===== config.mk =====
export PLATFORM = sky130hd
export DESIGN_NAME = fetch_sequencer
export DESIGN_NICKNAME = d
export VERILOG_FILES = /design/src/rtl/fetch_sequencer.sv
export SDC_FILE = /design/constraint.sdc
export NUM_CORES = 1
export LEC_CHECK = 0
export ABC_AREA = 1
export BUFFER_PORTS_ARGS = -buffer_cell sky130_fd_sc_hd__buf_2
export CORE_ASPECT_RATIO = 0.8
export CORE_MARGIN = 1
export CORE_UTILIZATION = 40
export DETAILED_ROUTE_END_ITERATION = 12
export PLACE_DENSITY = 0.67
export REMOVE_ABC_BUFFERS = 1
export SYNTH_ARGS = -nofsm -noshare
export SYNTH_HDL_FRONTEND = slang
export SYNTH_SLANG_ARGS = --single-unit

===== constraint.sdc =====
create_clock -name clk -period 1.15 [get_ports clk]
set_input_delay 0.115 -clock clk [delete_from_list [all_inputs] [get_ports clk]]
set_output_delay 0.115 -clock clk [all_outputs]
set_load 0.02 [all_outputs]

===== src/rtl/fetch_sequencer.sv =====
// fetch_sequencer: next-PC controller for the 16-bit fetch stage.
// It owns the program counter, drives the synchronous text-memory read
// address and enable, and tags the word returned each cycle as valid or
// squashed.
//
// Optional feature: define FETCH_SEQ_TRAP_EN to add the trap_req/trap_ack
// ports. A trap is taken ahead of any branch and redirects fetch to TRAP_VEC.
//
// Stall handling: on the edge that first sees stall in RUN, the presented
// word (ir_pc/ir_valid) is held and pc is not advanced. The word read from pc
// during that cycle is never presented; it is fetched again when the block
// leaves STALL, so no address is skipped or duplicated.
module fetch_sequencer #(
  parameter logic [15:0] RESET_PC = 16'h0000,
  parameter logic [15:0] TRAP_VEC = 16'h0010
) (
  input  logic        clk,
  input  logic        reset,
  input  logic        stall,
  input  logic        branch_taken,
  input  logic [15:0] branch_target,
  input  logic        halt,
  input  logic        resume,
`ifdef FETCH_SEQ_TRAP_EN
  input  logic        trap_req,
  output logic        trap_ack,
`endif
  output logic [15:0] imem_addr,
  output logic        imem_en,
  output logic        ir_valid,
  output logic [15:0] ir_pc,
  output logic [15:0] link_pc,
  output logic [1:0]  seq_state
);

  typedef enum logic [1:0] {
    BOOT   = 2'd0,
    RUN    = 2'd1,
    STALL  = 2'd2,
    HALTED = 2'd3
  } state_e;

  state_e      state_q, state_d;
  logic [15:0] pc_q, pc_d;
  logic [15:0] ir_pc_q, ir_pc_d;
  logic        ir_valid_q, ir_valid_d;
  logic        trap_in;
  logic        trap_take;
  logic [15:0] branch_pc;

`ifdef FETCH_SEQ_TRAP_EN
  assign trap_in = trap_req;
`else
  assign trap_in = 1'b0;
`endif

  // Branch targets are halfword aligned; bit 0 of the request is dropped.
  assign branch_pc = {branch_target[15:1], 1'b0};

  // A trap is only accepted while fetching or stalled.
  assign trap_take = trap_in & ((state_q == RUN) | (state_q == STALL));

  // Next-state and next-PC selection by state and request priority.
  always_comb begin
    state_d    = state_q;
    pc_d       = pc_q;
    ir_pc_d    = ir_pc_q;
    ir_valid_d = ir_valid_q;
    case (state_q)
      BOOT: begin
        state_d    = RUN;
        ir_valid_d = 1'b0;
      end
      RUN: begin
        if (trap_take) begin
          pc_d       = TRAP_VEC;
          ir_pc_d    = pc_q;
          ir_valid_d = 1'b0;
        end else if (branch_taken) begin
          pc_d       = branch_pc;
          ir_pc_d    = pc_q;
          ir_valid_d = 1'b0;
        end else if (halt) begin
          // The word read at pc is dropped and refetched after resume.
          ir_valid_d = 1'b0;
          state_d    = HALTED;
        end else if (stall) begin
          state_d = STALL;
        end else begin
          pc_d       = pc_q + 16'd2;
          ir_pc_d    = pc_q;
          ir_valid_d = 1'b1;
        end
      end
      STALL: begin
        if (trap_take) begin
          pc_d       = TRAP_VEC;
          ir_valid_d = 1'b0;
          state_d    = RUN;
        end else if (branch_taken) begin
          pc_d       = branch_pc;
          ir_valid_d = 1'b0;
          state_d    = RUN;
        end else if (!stall) begin
          state_d = RUN;
        end
      end
      HALTED: begin
        ir_valid_d = 1'b0;
        if (resume) begin
          state_d = BOOT;
        end
      end
      default: begin
        state_d    = BOOT;
        ir_valid_d = 1'b0;
      end
    endcase
  end

  // Sequencer state, program counter and presented-word registers.
  always_ff @(posedge clk or negedge reset) begin
    if (!reset) begin
      state_q    <= BOOT;
      pc_q       <= RESET_PC;
      ir_pc_q    <= RESET_PC;
      ir_valid_q <= 1'b0;
    end else begin
      state_q    <= state_d;
      pc_q       <= pc_d;
      ir_pc_q    <= ir_pc_d;
      ir_valid_q <= ir_valid_d;
    end
  end

`ifdef FETCH_SEQ_TRAP_EN
  logic trap_ack_q, trap_ack_d;

  // Acknowledge each accepted trap with a single-cycle pulse.
  always_comb begin
    trap_ack_d = trap_take;
  end

  // Registered trap acknowledge.
  always_ff @(posedge clk or negedge reset) begin
    if (!reset) begin
      trap_ack_q <= 1'b0;
    end else begin
      trap_ack_q <= trap_ack_d;
    end
  end

  assign trap_ack = trap_ack_q;
`endif

  // Memory enable is low while reset is asserted even though state reads BOOT.
  assign imem_en   = reset & ((state_q == BOOT) | (state_q == RUN));
  assign imem_addr = pc_q;
  assign ir_valid  = ir_valid_q;
  assign ir_pc     = ir_pc_q;
  assign link_pc   = ir_pc_q + 16'd2;
  assign seq_state = state_q;

endmodule


# --- Word level (Yosys, flattened, before mapping) ---
# Cells that the tools add are included.
word_totals:
  regBits: 35
  latch_bits: 0
  ram_bits: 0
  romBits: 0
  input_bits: 22
  output_inout_bits: 52
  elab_cells: 48
  mem_count: 0
op_classes:
  addsub: 2
  mul: 0
  n_div: 0
  n_lt_le_gt_ge: 0
  n_eq_ne: 13
  shifts: 0
  muxes: 20
  bitwise: 2
  reduce_logical: 7
ops:
  columns: ["op", "n"]
  rows:
  - ["$mux 16", 7]
  - ["$add 16x2->16 const B", 2]
  - ["$pmux 16 s2", 1]
  - ["$mux 2", 6]
  - ["$ne 3x3->1 const B", 4]
  - ["$ne 2x2->1 const B", 4]
  - ["$pmux 2 s4", 1]
  - ["$reduce_and 4->1", 2]
  - ["$eq 2x2->1 const B", 2]
  - ["$mux 1", 4]
  - ["$ne 4x4->1 const B", 1]
  - ["$pmux 1 s3", 1]
  - ["$reduce_and 3->1", 1]
  - ["$eq 2x1->1 const B", 1]
  - ["$logic_not 2->1", 1]
  - ["$ne 2x1->1 const B", 1]
  - ["$reduce_and 2->1", 1]
  - ["$reduce_bool 2->1", 1]
  - ["$reduce_or 2->1", 1]
  - ["$and 1x1->1", 1]
  - ["$or 1x1->1", 1]

# --- Longest topological paths before layout ---
# Gate-level depths: netlist of the first run.
depth:
  word_depth: 5
  depth_mapped: 10
  ltp_nobuf: 10

# --- Worst setup path before layout of the first run ---
# OpenSTA, ideal clock, no wires.
synth_path:
  path_type: "register to output"
  start: "reg ir_pc_q[1] (netlist: ir_pc[1])"
  end: "out link_pc[13]"
  t_arrival_ns: 1.592
  required_time_ns: 1.035
  path_slack_ns: -0.557
  path_stages_with_launch: 7
  n_path_buf: 0
  cell_sequence: "dfrtp_1 -> ha_1 -> nand3_1 -> nor2_1 -> nand3_2 -> nor2_1 -> xor2_1"
synth_via:
  elab_chain_cells: 1
synth_rtl:
  columns: ["item", "line_no", "source"]
  rows:
  - ["start: declaration", "45", "logic [15:0] ir_pc_q, ir_pc_d;"]
  - ["start signal: assignment", "131", "ir_pc_q <= ir_pc_d;"]
  - ["$add 16x2->16", "161", "assign link_pc = ir_pc_q + 16'd2;"]
  - ["end: declaration", "32", "output logic [15:0] link_pc,"]
# Every way passes these cells.

# --- Worst setup path after layout of the first run ---
layout_path:
  start: "reg ir_pc_q[2] (netlist: ir_pc[2])"
  end: "out link_pc[9]"
# Same word-level chain as after synthesis.

==> results.md, run 1 <==
* Crit-path max FO at 2
* Gate Count Post-Synth at a little under 300
* Max VDD drop at approximately 0.0019 V
* Hold Crit Class: in2reg
* Via density at between 5 and 6
* Hold Vio Cnt, Final at 0
* Clk sinks at 33
* Post-DP HPWL at slightly above 4 mm
* Antenna violations before repair at 0
* H-tree depth at 2
* EDFF count, synth at 0
* Seq/Total Area, Yosys at 0.390
* Worst path cell trace: ha_2, nand3_4, buf_6, nor3_4, xor2_1, buf_4
* Max-slew headroom at 0.601
* Power Total at 12.8 mW
* Power Dens Cells at about 3100 mW/mm^2
* Worst Reg2Reg Path Length in Cells at 8
* First-pass GRT wire length at about 11 mm
* Ant. Diodes at 0
* Starting Density at 0.420
* Post-synth top area share at 0.390
* Most common cell in the synthesized netlist: nand2_1
* Clk slew on worst S/H paths at 0.08 ns
* Finished Core Util at 0.812
* CTS tree: built
* Final setup viols at 50
* Placer Congestion at between 0.8 and 0.9
* Largest net degree at the start of global routing at 34
* WL final at about 7.9 mm
* Max_cap viols at 0
* Clk buf depth at 2
* GRT overflow at 0
* Final worst path period share at 1.56
* Drc violations at 0
* GR Util All Layers at 0.248
* Starting DRT DRC Count at approximately 200
* Routed length per instance at between 15 and 20 um
* Leakage Power at around 2.0 nW
* Crit path depth at 6
* Std cell rows at 23
* IO buf count at 69
* WS Path Type: reg2out
* Vias in the first global route at 2,310
* Failing checks: negative setup slack
* CTS root buffer: clkbuf_8
* Max stage delay on crit path at around 0.38 ns
* CP arrival at 1.68 ns
* TritonCTS buffer count at 5
* Layout cell share with drive strength beyond 1 at 0.579
* Area of the core at between 0.005 and 0.006 mm^2
* Die ar. at roughly 0.0056 mm^2
* Worst-Margin Slew at ~0.59 ns
* Area contributors post-synth: dfrtp_1 (39%), nand2_1 (15%), nor2_1 (7.3%), nand3_1 (5.2%), o21ai_0 (4.5%)
* Min Tclk post-route at 1.79 ns
* Clock Skew at 0.0123 ns
* Syn Area/Cell at ~7.3 um^2
* Area leader, netlist: dfrtp_1
* Mapped cell area at around 0.0021 mm^2
* DRT antenna net count at 0
* Max Freq at approximately 560 MHz
* Worst-Skew Late Latency at approximately 0.30 ns
* #FFs+latches synth at 33
* Critical path's top delay family: flip-flops
* RSZ-0062 raised after global routing: yes
* Startpoint types: flop
* Hold Crit Depth at 3
* Count of pins over their slew limit at 0
* Post-synth ARST share at 1.00
* Outcome: finished, violations left
* Die Height at approximately 67 um
* YS warnings at 0
* Worst setup EP type: output pin
* Pre-antenna DRT Iters at 6
* Slowest cell on crit path: dfrtp_1
* Vias at roughly 2.6k
* Ports at 74
* Post-synth cell types at 33
* Area growth syn-to-layout at 93.4%
* Final nets at between 400 and 500
* Post-synth top cells: nand2_1 (83), nor2_1 (41), dfrtp_1 (33)
* Buf+Inv Stages, Crit Path at 2
* Die W at roughly 83 um
* Final worst slack at -0.641 ns
* Main synth FF type: dfrtp_1
* Worst EP required at 1.03 ns
==> cells by family after synthesis <==
kind of cell | Yosys count | synth area share
buffers and inverters | 36 | 0.0846
other | 1 | 0.00177
XOR/XNOR | 17 | 0.0704
AO/OA/AOI/OAI | 31 | 0.0881
adder cells (fa/ha/maj) | 2 | 0.0118
multiplexers | 1 | 0.00532
flip-flops | 33 | 0.390
AND/OR/NAND/NOR | 168 | 0.348
==> final cells by class <==
cell class | instances | area, um^2
Timing Repair inverter | 3 | 31.3
Clock buffer | 7 | 86.3
Fill cell | 296 | 945
Clock inverter | 1 | 30.0
Tap cell | 62 | 77.6
Inverter | 26 | 113
Sequential cell | 33 | 832
Timing Repair Buffer | 156 | 1310
Multi-Input combinational cell | 223 | 1610
==> power breakdown <==
part	leakage, nW	switching [mW]	internal [mW]
combinational	1.57	4.85	4.35
clock	0.0585	0.466	0.707
sequential	0.397	0.667	1.74
==> tightest hold or removal path: stages <==
cell     delay [ns]
buf_2          0.12
o21ai_2        0.06
o211a_1        0.10
==> cells in the final DEF, fill, tap and decap left out, types with 5 or more instances in the layout <==
| cell type | netlist | routed |
|---|---|---|
| nand3_2 | 2 | 7 |
| inv_1 | 23 | 22 |
| nand3_4 | 0 | 5 |
| nor2_4 | 1 | 22 |
| dfrtp_2 | 0 | 5 |
| dfrtp_1 | 33 | 28 |
| nand4_1 | 5 | 5 |
| nor2_2 | 4 | 5 |
| o21ai_1 | 3 | 14 |
| nand2_1 | 83 | 60 |
| buf_6 | 3 | 35 |
| nand2_2 | 2 | 15 |
| buf_4 | 5 | 67 |
| clkbuf_8 | 0 | 6 |
| xor2_1 | 10 | 10 |
| nand2_4 | 1 | 8 |
| nand3_1 | 22 | 12 |
| nor2_1 | 41 | 20 |
| o21ai_2 | 3 | 8 |
| buf_2 | 2 | 45 |
==> routing by layer <==
metal | up-vias | track usage | routed length (um)
met1 | 1242 | 0.320 | 3140
li1 | 1241 | - | -
met5 | - | 0 | 0
met4 | 0 | 0.0841 | 181
met3 | 27 | 0.0458 | 486
met2 | 120 | 0.424 | 4140
==> stage by stage <==
stage	setup TNS [ns]	instance area [um^2]	worst slack (ns)	std cells	hold slack, ns
after global routing	-17.49	4090	-0.740	511	0.142
final	-14.08	4090	-0.641	511	0.128
after floorplan	-13.15	2040	-0.557	281	-0.181
after CTS	-11.27	3630	-0.601	502	0.152
after global placement	-5.98	2900	-0.320	468	0.226
after detailed placement	-7.01	2900	-0.382	468	0.227
==> repair_timing <==
item	CTS	global route
hold buffers	1	0
pin swaps	23	30
gates cloned	8	0
endpoints found under the hold margin	33	0
buffers inserted	17	13
resized for setup	113	108
setup endpoints to repair	47	62
==> path summary, 6_finish.rpt <==
kind / from / endpoint / slack, ns
worst min register to register: ir_valid / ir_valid / 0.54
worst min-delay path: halt / ir_valid / 0.13
worst max register to register: seq_state[0] / imem_addr[9] / -0.30
max in group asynchronous: reset / ir_pc[3] / 0.37
min in group asynchronous: reset / imem_addr[6] / 0.46
worst max-delay path: ir_pc[2] / link_pc[9] / -0.64
==> state kept, by name, summed over array words and instances, names as in the netlist <==
signal     count
imem_addr     15
ir_pc         15
ir_valid       1
seq_state      2
(Power assumes the default switching activity.)
==> run 2, diff against run 1 <==
ABC_AREA = default   (was 1)
SETUP_SLACK_MARGIN = 0.1   (was default)
==> results.md, run 2 <==
* Outcome: finished, violations left (unchanged)
* Failing checks: negative setup slack (unchanged)
* Vias at 2,530 (was 2,630)
* Ports at 74 (unchanged)
* Std cell rows at 23 (unchanged)
* Finished Core Util at 0.851 (was 0.812)
* Worst EP required at 1.03 ns (about the same)
* Gate Count Post-Synth at 204 (was 289)
* Most common cell in the synthesized netlist: dfrtp_1 (was nand2_1)
* Layout cell share with drive strength beyond 1 at 0.756 (was 0.579)
* Final worst path period share at 1.53 (was 1.56)
* Worst slack, placed at -0.362 ns (was -0.382 ns)
* Worst setup EP type: output pin (unchanged)
* Area leader, netlist: dfrtp_1 (unchanged)
* RSZ-0062 raised after global routing: yes (unchanged)
* Post-synth cell types at 50 (was 33)
* Min Tclk post-route at 1.75 ns (was 1.79 ns)
* Max_cap viols at 0 (unchanged)
* Hold Vio Cnt, Final at 0 (unchanged)
* Max VDD drop at 0.00251 V (was 0.00193 V)
* Startpoint types: flop (unchanged)
* Post-synth ARST share at 1.00 (unchanged)
* Die W at 82.5 um (was 83.3 um)
* Drc violations at 0 (unchanged)
* GRT overflow at 0 (unchanged)
* Clk sinks at 33 (unchanged)
* Clock Skew at 0.00749 ns (was 0.0123 ns)
* Worst-Skew Late Latency at 0.29 ns (was 0.30 ns)
* Leakage Power at 1.89 nW (was 2.03 nW)
* Area growth syn-to-layout at 105% (was 93.4%)
* Most common cell after layout, fill and taps aside: buf_6 (was buf_4)
* IO buf count at 69 (unchanged)
* Sw power at 5.54 mW (was 5.99 mW)
* Die ar. at 0.00548 mm^2 (was 0.00559 mm^2)
* Hold Crit Class: in2reg (unchanged)
* Vias in the first global route at 2,326 (was 2,310)
* CTS tree: built (unchanged)
* Final setup viols at 53 (was 50)
* Die Height at 66.4 um (was 67.1 um)
* Ant. Diodes at 0 (unchanged)
* EDFF count, synth at 0 (unchanged)
* Area taken by multi-input logic gates at 0.00163 mm^2 (was 0.00161 mm^2)
* Antenna violations before repair at 0 (unchanged)
* Mapped cell area at 0.00207 mm^2 (was 0.00212 mm^2)
* Most frequent cells in the layout: buf_6 (81), buf_4 (59), dfrtp_1 (27), buf_2 (26), mux2_2 (13) (was buf_4 (67), nand2_1 (60), buf_2 (45), buf_6 (35), dfrtp_1 (28))
* Post-synth top cells: dfrtp_1 (33), nand3_1 (16), mux2_2 (14) (was nand2_1 (83), nor2_1 (41), dfrtp_1 (33))
* Syn Area/Cell at 10.2 um^2 (was 7.32 um^2)
* Sequential share of power at 0.186 (was 0.189)
* Placer Congestion at 0.856 (was 0.831)
* Post-DP HPWL at 4.23 mm (was 4.14 mm)
* Final worst slack at -0.604 ns (was -0.641 ns)
* Clk buf depth at 2 (unchanged)
* YS warnings at 0 (unchanged)
* Via density at 5.76 (was 5.15)
* WS Path Type: reg2out (unchanged)
* Routed length per instance at 19.7 um (was 15.6 um)
* Power Dens Cells at 3010 mW/mm^2 (was 3120 mW/mm^2)
* CP arrival at 1.64 ns (was 1.68 ns)
* Max Freq at 570 MHz (was 558 MHz)
* CTS root buffer: clkbuf_8 (unchanged)
* Area of the core at 0.00501 mm^2 (was 0.00504 mm^2)
* WL final at 8.67 mm (was 7.95 mm)
* TritonCTS buffer count at 5 (unchanged)
* Crit-path max FO at 3 (was 2)
* Filler instances at 236 (was 296)
* Storage element area at 833 um^2 (was 832 um^2)
* Largest net degree at the start of global routing at 34 (unchanged)
* Seq/Total Area, Yosys at 0.398 (was 0.390)
* H-tree depth at 2 (unchanged)
* DRT antenna net count at 0 (unchanged)
* Starting Density at 0.414 (was 0.420)
* Sw Ratio at 0.432 (was 0.468)
* Clk slew on worst S/H paths at 0.08 ns (about the same)
* Pre-antenna DRT Iters at 4 (was 6)
* Final nets at 400 (was 472)
* Clk pwr share at 0.070 (was 0.092)
* Pint at 7.28 mW (was 6.80 mW)
* Main synth FF type: dfrtp_1 (unchanged)
* Starting DRT DRC Count at 121 (was 196)
* Combinational share of power at 0.744 (was 0.720)
* GR Util All Layers at 0.276 (was 0.248)
* #FFs+latches synth at 33 (unchanged)
* Area contributors post-synth: dfrtp_1 (40%), mux2_2 (7.6%), nand3_1 (3.9%), xnor2_1 (3.8%), a21oi_1 (3.1%) (was dfrtp_1 (39%), nand2_1 (15%), nor2_1 (7.3%), nand3_1 (5.2%), o21ai_0 (4.5%))
* Count of pins over their slew limit at 0 (unchanged)
* First-pass GRT wire length at 11.1 mm (was 10.7 mm)
* Post-synth top area share at 0.398 (was 0.390)
-- run 2: changes by cell type in the layout (fill, tap and decap cells not counted), moves of 11 or more --
cell	before	now
nand2_1	60	5
buf_6	35	81
buf_2	45	26
inv_1	22	3
nor2_4	22	3
nor2_1	20	2
mux2_2	0	13
nand2_2	15	4
-- run 2: power by group through the flow --
stage               Combinational, mW  Clock (mW)  Sequential [mW]
CTS                              8.05       0.887             2.24
global route                     10.1       0.952             2.44
detailed placement               5.67           0             2.18
finish                           9.53       0.901             2.39
floorplan                        2.17           0             3.03
global placement                 5.60           0             2.16
-- run 2: through the flow --
step	hold slack (ns)	instance area, um^2	instances	TNS, ns	power (mW)
6_report	0.0945	4260	439	-15.21	12.8
3_3_place_gp	0.227	2880	388	-8.22	7.76
5_1_grt	0.105	4260	439	-17.87	13.5
3_5_place_dp	0.211	2880	388	-8.77	7.85
4_1_cts	0.0813	3830	426	-13.64	11.2
2_1_floorplan	-0.181	1970	193	-13.34	5.20
-- run 2: worst paths after layout --
check	startpoint	to	slack [ns]	cells past startpoint
setup / recovery	ir_pc[2]	link_pc[15]	-0.60	6
max in group asynchronous	reset	seq_state[0]	0.38	3
hold reg to reg	ir_valid	ir_valid	0.55	2
hold / removal	branch_taken	ir_valid	0.09	3
min in group asynchronous	reset	imem_addr[6]	0.42	3
setup reg to reg	imem_addr[1]	imem_addr[15]	-0.41	5
-- run 2: logic make-up after synthesis --
logic type | share of synthesized area
compound gates | 0.173
xor+xnor | 0.0549
fa+ha+maj | 0.0121
buf+inv | 0.0627
flops | 0.398
mux | 0.0977
other cells | 0.00181
simple gates | 0.200
-- run 2: routing by layer --
| metal | global-route usage | wire length (um) | up-vias |
|---|---|---|---|
| met2 | 0.471 | 4570 | 155 |
| li1 | - | - | 1120 |
| met1 | 0.364 | 3270 | 1235 |
| met5 | 0 | 0 | - |
| met3 | 0.0414 | 659 | 20 |
| met4 | 0.0690 | 174 | 0 |
-- run 2: worst max-delay path: stages, from the launching register on --
cell     delay (ns)
dfrtp_1        0.36
ha_2           0.18
and4_4         0.23
nand4_1        0.08
nor2_1         0.14
xor2_1         0.19
buf_4          0.17
-- run 2: final cells by class --
type / count / area share
inverters: 4 / 0.00353
multi-input cells: 158 / 0.383
clock inverters: 3 / 0.00411
repair buffers: 174 / 0.379
flip-flops and latches: 33 / 0.196
well taps: 62 / 0.0182
clock buffers: 5 / 0.0162
-- run 2: repair_timing --
item / in CTS / in global routing
pin swaps: 43 / 40
hold buffers: 1 / 0
hold endpoints to repair: 33 / 0
gates resized for setup: 166 / 83
setup endpoints to repair: 76 / 79
gates cloned: 3 / 0
setup buffers: 28 / 20
==> run 3, diff against run 2 <==
RECOVER_POWER = 50   (was default)
==> results.md, run 3 (synthesized netlist as in run 2, its figures left out) <==
* Post-DP HPWL at 4.23 mm (unchanged)
* Most frequent cells in the layout: buf_6 (81), buf_4 (58), dfrtp_1 (27), buf_2 (25), mux2_2 (13) (was buf_6 (81), buf_4 (59), dfrtp_1 (27), buf_2 (26), mux2_2 (13))
* Placer Congestion at 0.856 (unchanged)
* Max Freq at 570 MHz (about the same)
* Final setup viols at 53 (unchanged)
* Placed cells at 388 (unchanged)
* Die W at 82.5 um (unchanged)
* Drc violations at 0 (unchanged)
* Sequential share of power at 0.186 (about the same)
* Antenna violations before repair at 0 (unchanged)
* Die ar. at 0.00548 mm^2 (unchanged)
* RSZ-0062 raised after global routing: yes (unchanged)
* CTS root buffer: clkbuf_8 (unchanged)
* Pre-antenna DRT Iters at 4 (unchanged)
* Hold Crit Start: branch_taken (unchanged)
* Final worst path period share at 1.53 (about the same)
* Clk buf depth at 2 (unchanged)
* Ant. Diodes at 0 (unchanged)
* Std cell rows at 23 (unchanged)
* Min Hold Slack at 0.0942 ns (was 0.0945 ns)
* IO buf count at 69 (unchanged)
* Layout cell share with drive strength beyond 1 at 0.753 (was 0.756)
* Clk sinks at 33 (unchanged)
* Area growth syn-to-layout at 105% (about the same)
* Count of pins over their slew limit at 0 (unchanged)
* CTS tree: built (unchanged)
* Area of the core at 0.00501 mm^2 (unchanged)
* Vias in the first global route at 2,326 (unchanged)
* Fin area at 0.00426 mm^2 (about the same)
* CP arrival at 1.64 ns (about the same)
* Placement Cell Area at 0.00288 mm^2 (unchanged)
* Storage element area at 833 um^2 (unchanged)
* Endpoint, Worst Hold: ir_valid (unchanged)
* Critical path's top delay family: simple AND/OR/NAND/NOR gates (unchanged)
* Sw Ratio at 0.432 (about the same)
* Clock Skew at 0.00787 ns (was 0.00749 ns)
* Outcome: finished, violations left (unchanged)
* Worst path cell trace: ha_2, and4_4, nand4_1, nor2_1, xor2_1, buf_4 (unchanged)
* Min Tclk post-route at 1.75 ns (about the same)
* Filler instances at 237 (was 236)
* FF-to-FF setup slack at -0.42 ns (was -0.41 ns)
* First-pass GRT wire length at 11.1 mm (unchanged)
* Via density at 5.75 (was 5.76)
* Max VDD drop at 0.00251 V (about the same)
* Final nets at 400 (unchanged)
* Max_cap viols at 0 (unchanged)
* GRT overflow at 0 (unchanged)
* H-tree depth at 2 (unchanged)
* Crit-path max FO at 3 (unchanged)
* Ports at 74 (unchanged)
* Clk slew on worst S/H paths at 0.08 ns (about the same)
* Routed length per instance at 19.6 um (was 19.7 um)
* Slowest cell on crit path: dfrtp_1 (unchanged)
* Die Height at 66.4 um (unchanged)
* Failing checks: negative setup slack (unchanged)
* DRT antenna net count at 0 (unchanged)
* Vias at 2,526 (was 2,530)
* Worst-Skew Late Latency at 0.29 ns (about the same)
* Most common cell after layout, fill and taps aside: buf_6 (unchanged)
* Worst slack, placed at -0.362 ns (unchanged)
* Hold Vio Cnt, Final at 0 (unchanged)
* Buf+Inv Stages, Crit Path at 1 (unchanged)
* TritonCTS buffer count at 5 (unchanged)
* Worst setup EP type: output pin (unchanged)
* Hold Crit Class: in2reg (unchanged)
* WL final at 8.62 mm (was 8.67 mm)
* Combinational share of power at 0.743 (was 0.744)
* Worst EP required at 1.03 ns (about the same)
* Area taken by multi-input logic gates at 0.00163 mm^2 (unchanged)
* Worst Reg2Reg Path Length in Cells at 5 (unchanged)
* Worst flop-to-flop path endpoint: imem_addr[15] (unchanged)
* WS Path Type: reg2out (unchanged)
* Final Instance Count excl. Fillers at 439 (unchanged)
* Leakage Power at 1.89 nW (about the same)
* Clk pwr share at 0.071 (was 0.070)
* Final worst slack at -0.605 ns (was -0.604 ns)
* Power Dens Cells at 3010 mW/mm^2 (about the same)
* GR Util All Layers at 0.276 (unchanged)
* Hold Crit Depth at 3 (unchanged)
* Reg2reg start: imem_addr[1] (unchanged)
* Max stage delay on crit path at 0.36 ns (about the same)
* Sw power at 5.53 mW (was 5.54 mW)
* Pint at 7.28 mW (about the same)
* Largest net degree at the start of global routing at 34 (unchanged)
* Starting Density at 0.414 (unchanged)
* Startpoint types: flop (unchanged)
* Starting DRT DRC Count at 124 (was 121)
-- run 3: worst register-to-register path, cell delays in order (launching register included) --
cell,delay [ns]
dfrtp_1,0.40
ha_2,0.22
and3_4,0.23
nand4_1,0.16
o32ai_2,0.32
a2bb2oi_2,0.11
-- run 3: area by class of cell --
class / count / share of cell area
multi-input cells: 158 / 0.383
clock buffers: 5 / 0.0162
flip-flops and latches: 33 / 0.196
well taps: 62 / 0.0182
clock inverters: 3 / 0.00411
repair buffers: 174 / 0.379
inverters: 4 / 0.00353
-- run 3: worst max-delay path by stage --
stage	start	endpoint	slack (ns)	cells past startpoint
detailed placement	seq_state[1]	imem_addr[13]	-0.36	6
global placement	seq_state[1]	imem_addr[13]	-0.33	6
floorplan	seq_state[1]	imem_addr[8]	-0.61	4
global route	ir_pc[2]	link_pc[15]	-0.66	6
CTS	ir_pc[1]	link_pc[15]	-0.56	6
finish	ir_pc[2]	link_pc[15]	-0.60	6
-- run 3: per-stage QoR --
stage | setup TNS [ns] | power, mW | utilization
after floorplan | -13.34 | 5.20 | -
after global placement | -8.22 | 7.76 | 0.576
after detailed placement | -8.77 | 7.85 | 0.576
after CTS | -13.64 | 11.2 | 0.765
after global routing | -17.87 | 13.5 | 0.850
final | -15.21 | 12.8 | 0.850
-- run 3: power by group through the flow --
stage	combinational, mW	sequential [mW]	clock [mW]
after floorplan	2.17	3.03	0
after global placement	5.60	2.16	0
after detailed placement	5.67	2.18	0
after CTS	8.05	2.24	0.887
after global routing	10.1	2.44	0.952
final	9.53	2.38	0.904
-- run 3: routing by layer --
metal	track usage	vias to the layer above	share of wire	routed length, um
li1	-	1113	-	-
met1	0.364	1230	0.37	3220
met2	0.471	160	0.53	4560
met3	0.0414	23	0.077	662
met4	0.0690	0	0.021	184
met5	0	-	0	0
-- run 3: timing repair --
| item | 4_1_cts | 5_1_grt |
|---|---|---|
| cloned | 3 | 0 |
| hold endpoints to repair | 33 | 0 |
| buffers inserted | 28 | 20 |
| setup endpoints to repair | 76 | 79 |
| gates resized for setup | 166 | 83 |
| pin swaps | 43 | 40 |
| hold buffers | 1 | 0 |
